==> src/rtl/imem_loader.sv <==
// Writable 64-word instruction RAM with a byte-serial loader that holds the CPU until a program is in place.
// Optional feature: define IMEM_LOAD_CHECKSUM_EN to require a trailing XOR checksum byte after the data.
module imem_loader #(
    parameter int N = 32,
    parameter logic [N-1:0] NOP = 32'h8b1f03ff
) (
    input  logic         clk,
    input  logic         reset,
    input  logic         load_start,
    input  logic         byte_valid,
    input  logic [7:0]   byte_data,
    output logic         byte_ready,
    input  logic [5:0]   addr,
    output logic [N-1:0] q,
    output logic         cpu_hold,
    output logic         load_done,
    output logic         load_err
);

    typedef enum logic [2:0] {
        IDLE,
        HDR,
        DATA,
`ifdef IMEM_LOAD_CHECKSUM_EN
        CHK,
`endif
        FILL,
        RUN,
        ERR
    } state_t;

    state_t       state;
    logic [6:0]   wcnt;
    logic [6:0]   nwords;
    logic [1:0]   bcnt;
`ifdef IMEM_LOAD_CHECKSUM_EN
    logic [7:0]   xsum;
`endif
    logic [N-9:0] asm_word;
    logic [N-1:0] mem [0:63];

    logic         accept;
    logic         last_word;
    logic         wr_en;
    logic [N-1:0] shifted;

    assign accept    = byte_valid && byte_ready;
    assign shifted   = {asm_word, byte_data};
    assign last_word = (wcnt + 7'd1) == nwords;
    assign wr_en     = (state == DATA && accept && bcnt == 2'd3) || (state == FILL);

    // Fetch path stays combinational; the CPU only ever sees RAM once a load has completed.
    assign q = (state == RUN) ? mem[addr] : NOP;

    always_ff @(posedge clk) begin
        if (state == DATA && accept) begin
            asm_word <= shifted[N-9:0];
        end
        if (wr_en) begin
            mem[wcnt[5:0]] <= (state == FILL) ? '0 : shifted;
        end
    end

    always_ff @(posedge clk or negedge reset) begin
        if (!reset) begin
            state      <= IDLE;
            cpu_hold   <= 1'b1;
            byte_ready <= 1'b0;
            load_done  <= 1'b0;
            load_err   <= 1'b0;
            wcnt       <= '0;
            bcnt       <= '0;
            nwords     <= '0;
`ifdef IMEM_LOAD_CHECKSUM_EN
            xsum       <= '0;
`endif
        end else begin
            load_done <= 1'b0;
            case (state)
                IDLE, RUN, ERR: begin
                    if (load_start) begin
                        state      <= HDR;
                        cpu_hold   <= 1'b1;
                        byte_ready <= 1'b1;
                        load_err   <= 1'b0;
                    end
                end
                HDR: begin
                    if (accept) begin
                        if (byte_data != 8'd0 && byte_data <= 8'd64) begin
                            state  <= DATA;
                            nwords <= byte_data[6:0];
                            wcnt   <= '0;
                            bcnt   <= '0;
`ifdef IMEM_LOAD_CHECKSUM_EN
                            xsum   <= '0;
`endif
                        end else begin
                            state      <= ERR;
                            byte_ready <= 1'b0;
                            load_err   <= 1'b1;
                        end
                    end
                end
                DATA: begin
                    if (accept) begin
`ifdef IMEM_LOAD_CHECKSUM_EN
                        xsum <= xsum ^ byte_data;
`endif
                        bcnt <= bcnt + 2'd1;
                        if (bcnt == 2'd3) begin
                            wcnt <= wcnt + 7'd1;
                            if (last_word) begin
`ifdef IMEM_LOAD_CHECKSUM_EN
                                state <= CHK;
`else
                                byte_ready <= 1'b0;
                                if (nwords == 7'd64) begin
                                    state     <= RUN;
                                    cpu_hold  <= 1'b0;
                                    load_done <= 1'b1;
                                end else begin
                                    state <= FILL;
                                end
`endif
                            end
                        end
                    end
                end
`ifdef IMEM_LOAD_CHECKSUM_EN
                CHK: begin
                    if (accept) begin
                        byte_ready <= 1'b0;
                        if (byte_data != xsum) begin
                            state    <= ERR;
                            load_err <= 1'b1;
                        end else if (nwords == 7'd64) begin
                            state     <= RUN;
                            cpu_hold  <= 1'b0;
                            load_done <= 1'b1;
                        end else begin
                            state <= FILL;
                        end
                    end
                end
`endif
                FILL: begin
                    wcnt <= wcnt + 7'd1;
                    if (wcnt[5:0] == 6'd63) begin
                        state     <= RUN;
                        cpu_hold  <= 1'b0;
                        load_done <= 1'b1;
                    end
                end
                default: begin
                    state      <= IDLE;
                    cpu_hold   <= 1'b1;
                    byte_ready <= 1'b0;
                    load_err   <= 1'b0;
                end
            endcase
        end
    end

endmodule

==> config.mk <==
export PLATFORM = sky130hd
export DESIGN_NAME = imem_loader
export DESIGN_NICKNAME = d
export VERILOG_FILES = /design/src/rtl/imem_loader.sv
export SDC_FILE = /design/constraint.sdc
export NUM_CORES = 2
export LEC_CHECK = 0
export BUFFER_PORTS_ARGS = -buffer_cell sky130_fd_sc_hd__buf_2
export CORE_ASPECT_RATIO = 1.1
export CORE_UTILIZATION = 50
export CTS_BUF_LIST = sky130_fd_sc_hd__clkbuf_8
export DETAILED_ROUTE_END_ITERATION = 7
export PLACE_DENSITY = 0.65
export SYNTH_ARGS = -nofsm -noshare
export SYNTH_HDL_FRONTEND = slang
export SYNTH_SLANG_ARGS = --single-unit
==> constraint.sdc <==
create_clock -name clk -period 8.55 [get_ports clk]
set_clock_uncertainty 0.1 [all_clocks]
set_input_delay 1.2825 -clock clk [delete_from_list [all_inputs] [get_ports clk]]
set_output_delay 1.2825 -clock clk [all_outputs]
set_load 0.01 [all_outputs]
==> After elaboration in Yosys (flattened, before gate mapping) <==
Memory sizes are Yosys's and may differ from the RTL's.
Cells that the tools add are included.
{ "op_classes": {"n_bitwise": 3, "n_lt_le_gt_ge": 1, "reduce_logical": 18, "eq_ne": 18, "addsub": 2, "muxes": 45} }
{ "ops": {"columns": ["op", "count"], "rows": [
  ["$mux W32", 2],
  ["$mux W7", 4],
  ["$mux W3", 8],
  ["$mux W1", 21],
  ["$pmux W7 S3", 1],
  ["$reduce_and A7 Y1", 2],
  ["$ne A2 B2 Y1 const B", 6],
  ["$pmux W3 S4", 1],
  ["$le A8 B7 Y1 const B", 1],
  ["$pmux W1 S4", 2],
  ["$reduce_and A4 Y1", 2],
  ["$reduce_bool A8 Y1", 1],
  ["$add A7 B1 Y7 const B", 1],
  ["$eq A7 B7 Y1", 1],
  ["$eq A7 B7 Y1 const B", 1],
  ["$eq A3 B2 Y1 const B", 2],
  ["$eq A3 B3 Y1 const B", 2],
  ["$eq A6 B6 Y1 const B", 1],
  ["$mux W2", 3],
  ["$ne A2 B1 Y1 const B", 3],
  ["$reduce_and A6 Y1", 1],
  ["$reduce_and A5 Y1", 1],
  ["$logic_and A1 B1 Y1", 4],
  ["$pmux W2 S2", 1],
  ["other kinds (13)", 15]
]} }
{ "word_totals": {"ff_bits": 47, "inputBits": 18, "ramBits": 2048, "out_inout_bits": 36, "elab_cells": 97, "mem_count": 1} }
{ "mem_list": {"columns": ["memory", "words", "width", "read_ports", "rd_ports_with_merged_regs", "wr", "line", "rtl"], "rows": [
  ["mem", 64, 32, 1, 0, 1, "40", "logic [N-1:0] mem [0:63];"]
]} }

==> Depth between registers and ports, before layout <==
{ "depth": {"depth_word": 6, "mapped_depth": 10, "mapped_depth_nobuf": 7} }

==> Worst setup path after synthesis <==
OpenSTA, ideal clock, no wires.
{ "synth_path": {"path_kind": "input to register", "from": "input port byte_valid", "to": "memory mem[34][0], enable pin", "t_required_ns": 7.989, "path_buffers": 1, "stages": 6, "setup_ns": 0.461, "t_arrival_ns": 4.279, "slack_ns": 3.710, "cell_sequence": "and3_1 -> nor2_1 -> nor2_1 -> clkbuf_1 -> nand3_1 -> nor3_1"} }
{ "synth_between": {"elab_chain_len": 6} }
{ "synth_lines": {"columns": ["element", "line", "rtl"], "rows": [
  ["from (decl)", "10", "input logic byte_valid,"],
  ["$logic_and A1 B1 Y1", "47", "assign accept = byte_valid && byte_ready;"],
  ["$logic_and A1 B1 Y1 (2 in series)", "50", "assign wr_en = (state == DATA && accept && bcnt == 2'd3) || (state == FILL);"],
  ["$logic_or A1 B1 Y1", "50", null],
  ["$mux W1", "59", "if (wr_en) begin"],
  ["$mux W1", "60", "mem[wcnt[5:0]] <= (state == FILL) ? '0 : shifted;"],
  ["to (decl)", "40", null]
]} }
Every way passes these cells.

==> Worst setup path after layout <==
{ "layout_path": {"from": "input port addr[2]", "to": "output port q[25]"} }
{ "layout_between": {"elab_chain_len": 2} }
{ "layout_lines": {"columns": ["element", "line", "rtl"], "rows": [
  ["from (decl)", "13", "input logic [5:0] addr,"],
  ["$mem_v2 Z64 W32", null, null],
  ["$mux W32", "53", "assign q = (state == RUN) ? mem[addr] : NOP;"],
  ["to (decl)", "14", "output logic [N-1:0] q,"]
]} }
Every way passes these cells.

==> impl_metrics.yaml <==
power_and_ir_drop:
  vdd_drop_max_mv: 0.164
  cellPowerDensity_nw_per_um2: 230
  leakagePower_nw: 28.2
global_routing:
  grt_pass1_vias: 39046
  antenna_found_initial: 4
  grt_pass1_wl_um: 289000
  grt_usage_pct: 25.7
  grt_max_degree: 94
  overflow: 0
final_layout:
  syn2layout_area_growth_pct: 11.7
  final_cell_mix: "edfxtp_1, mux4_2, clkbuf_8"
  final_common_cell: "edfxtp_1"
  final_area_um2: 89900
  layout-drive-gt1-share_pct: 31.9
  nNetsFinal: 3755
clocking:
  cts_buffers: 339
  cts-root-buf: "clkbuf_8"
  hold_buffers: 0
  tritoncts: "yes"
  cts.clk_slew.worst_paths_ps: 60
  insertion_delay_ps: 1010
  clk_path_buf_depth: 4
  cts_repair_resize_count: 0
  post_cts_buffers: 0
  h-tree-depth: 5
  cts_sinks: 2095
timing:
  finalCritPeriodShare_pct: 70.4
  setup_viol: 0
  rsz0062_at_grt: "no"
  fmax_ghz: 0.166
  min_period_ps: 6020
  maxSlewViolCount: 0
  worst_pin_slew_ps: 1280
  setup_tns_ps: 0
  timing.final.ws_setup_ps: 2530
  slew_headroom_pct: 14.3
  finalHoldViolCount: 0
drt:
  wl_um: 205000
  drt.antenna.violating_nets: 0
  avgRoutedWirePerCell_um: 33.7
  via_per_inst: 6.31
  drt_iter0_markers: 4374
  num_vias: 38345
  first_pass_iters: 5
  drc: 0
setup_path:
  end_kind: "output port"
  reg2reg_to: "mem[5][3]"
  ff2ff_path_depth: 6
  worst-setup-path-type: "in2out"
  slowest_delay_ps: 680
  worstPathCellList: "buf_8, buf_4, mux4_2, mux4_2, a211oi_1, nand2_1, buf_2"
  cpMaxStageDelayCell: "buf_4"
  r2r-start: "state[1]"
  cp_data_arrival_time_ps: 4640
  cpMostUsedCell: "mux4_2"
  r2r_slack_ps: 4420
  crit_path_max_fanout: 61
  start_kind: "primary input"
  crit_required_ps: 7170
synth:
  synth_edf_count: 2072
  synth_area_um2: 80500
  ys_types: 57
  async_flop_share_pct: 1.10
  synth.avg_cell_area_um2: 23.6
  synthCells: 3415
  synth_ff_type: "edfxtp_1"
  ys_warn_count: 0
  synth_seq_cells: 2095
  ys_seq_area_share_pct: 78.0
  syn-num-nets: 3435
die:
  fp.coreArea_um2: 160000
  fp.dieW_um: 385
  start_util_pct: 50.3
  fp.dieH_um: 423
  pin_count: 54
  rows: 154
  dieArea_um2: 163000
placed_design:
  placed_area_um2: 84100
  post-place-ws_ps: 2590
  gp_congestion: 0.769
  place.port_buffers: 53
  hpwlAfterDp_um: 108000
outcome:
  outcome: "completed"
run:
  maxCapViolCount: 0
hold_path:
  hp-class: "in2async"
-- layer usage --
metal,share of wire (%),vias up,global-route usage (%)
li1,-,15333,-
met1,38,20703,34.4
met2,50,1955,41.7
met3,9.4,354,6.23
met4,3.1,0,8.56
met5,0,-,0
-- logic make-up (layout without fill, tap and decap cells) --
family          count (synthesis)  after routing  synth area share (%)
mux                           682            682                  17.7
other cells                     0              2                     0
fa+ha+maj                       2              2                0.0311
simple gates                  269            269                  1.65
compound gates                163            163                  1.42
xor+xnor                        9              9                 0.115
flops                        2095           2095                  78.0
buf+inv                       195            750                  1.08
-- final cells by class --
| type | count | area (um2) |
|---|---|---|
| clock buffers | 349 | 4800 |
| fillers | 11708 | 70000 |
| diodes | 2 | 5.00 |
| inverters | 7 | 33.8 |
| flip-flops and latches | 2095 | 62800 |
| well taps | 2106 | 2640 |
| clock inverters | 227 | 987 |
| multi-input cells | 1125 | 17300 |
| repair buffers | 167 | 1290 |
-- power by group --
part | switching [W] | internal (W)
sequential | 0.0000785 | 0.0116
clock | 0.00378 | 0.00384
combinational | 0.000951 | 0.000486
-- how the worst max path moves through the flow --
stage / endpoint / slack (ps) / startpoint
after floorplan: mem[34][0] / 3710 / byte_valid
final: q[25] / 2530 / addr[2]
after global routing: q[29] / 2420 / state[1]
after CTS: q[8] / 2580 / addr[0]
after global placement: q[16] / 2550 / addr[0]
after detailed placement: q[8] / 2590 / addr[0]
-- critical path, delay by kind of cell --
| kind | cells | cell delay, ps |
|---|---|---|
| buf+inv | 3 | 1290 |
| mux | 2 | 880 |
| compound gates | 1 | 520 |
| simple gates | 1 | 350 |
-- flip-flops by register name, summed over array words and instances (netlist names), 2 cells and up --
name,cells
asm_word,24
state,3
nwords,7
bcnt,2
mem,2048
wcnt,7
-- stage by stage --
step / cells / power (W) / hold slack (ps) / utilization (%)
floorplan: 3415 / 0.0128 / 317 / -
global placement: 5500 / 0.0133 / 320 / 52.6
detailed placement: 5500 / 0.0133 / 325 / 52.6
global route: 6077 / 0.0214 / 156 / 56.2
CTS: 6076 / 0.0209 / 84.4 / 56.2
finish: 6078 / 0.0207 / 156 / 56.2
-- synthesized netlist by cell type, types with 2 or more instances --
library cell / instances / area, um2
o41ai_1: 4 / 35.0
edfxtp_1: 2072 / 62200
or2_2: 2 / 12.5
a211o_1: 2 / 17.5
and2_1: 35 / 219
a22oi_1: 27 / 203
o311ai_0: 2 / 17.5
nand3_1: 16 / 80.1
o211ai_1: 5 / 37.5
mux2i_1: 73 / 731
a2bb2oi_1: 2 / 17.5
ha_1: 2 / 25.0
or4_1: 2 / 15.0
mux4_2: 590 / 13300
nand2_1: 52 / 195
buf_4: 11 / 82.6
nor3_1: 13 / 65.1
a211oi_1: 32 / 240
xnor2_1: 6 / 52.6
and3_1: 6 / 37.5
o22ai_1: 25 / 156
or3_1: 5 / 31.3
nor4_1: 3 / 18.8
nor2_1: 88 / 330
a21oi_1: 13 / 65.1
inv_1: 6 / 22.5
a2111oi_0: 9 / 78.8
o21ai_0: 23 / 115
a22o_1: 3 / 26.3
o31ai_1: 3 / 22.5
dfrtp_1: 22 / 551
o2111ai_1: 4 / 35.0
buf_1: 28 / 105
clkbuf_1: 73 / 274
nor2b_1: 30 / 188
mux2_2: 19 / 214
nor3b_1: 2 / 15.0
o22a_1: 2 / 17.5
xor2_1: 2 / 17.5
nand2b_1: 9 / 56.3
buf_2: 76 / 380
No activity file was read; power rests on OpenSTA's default activity.
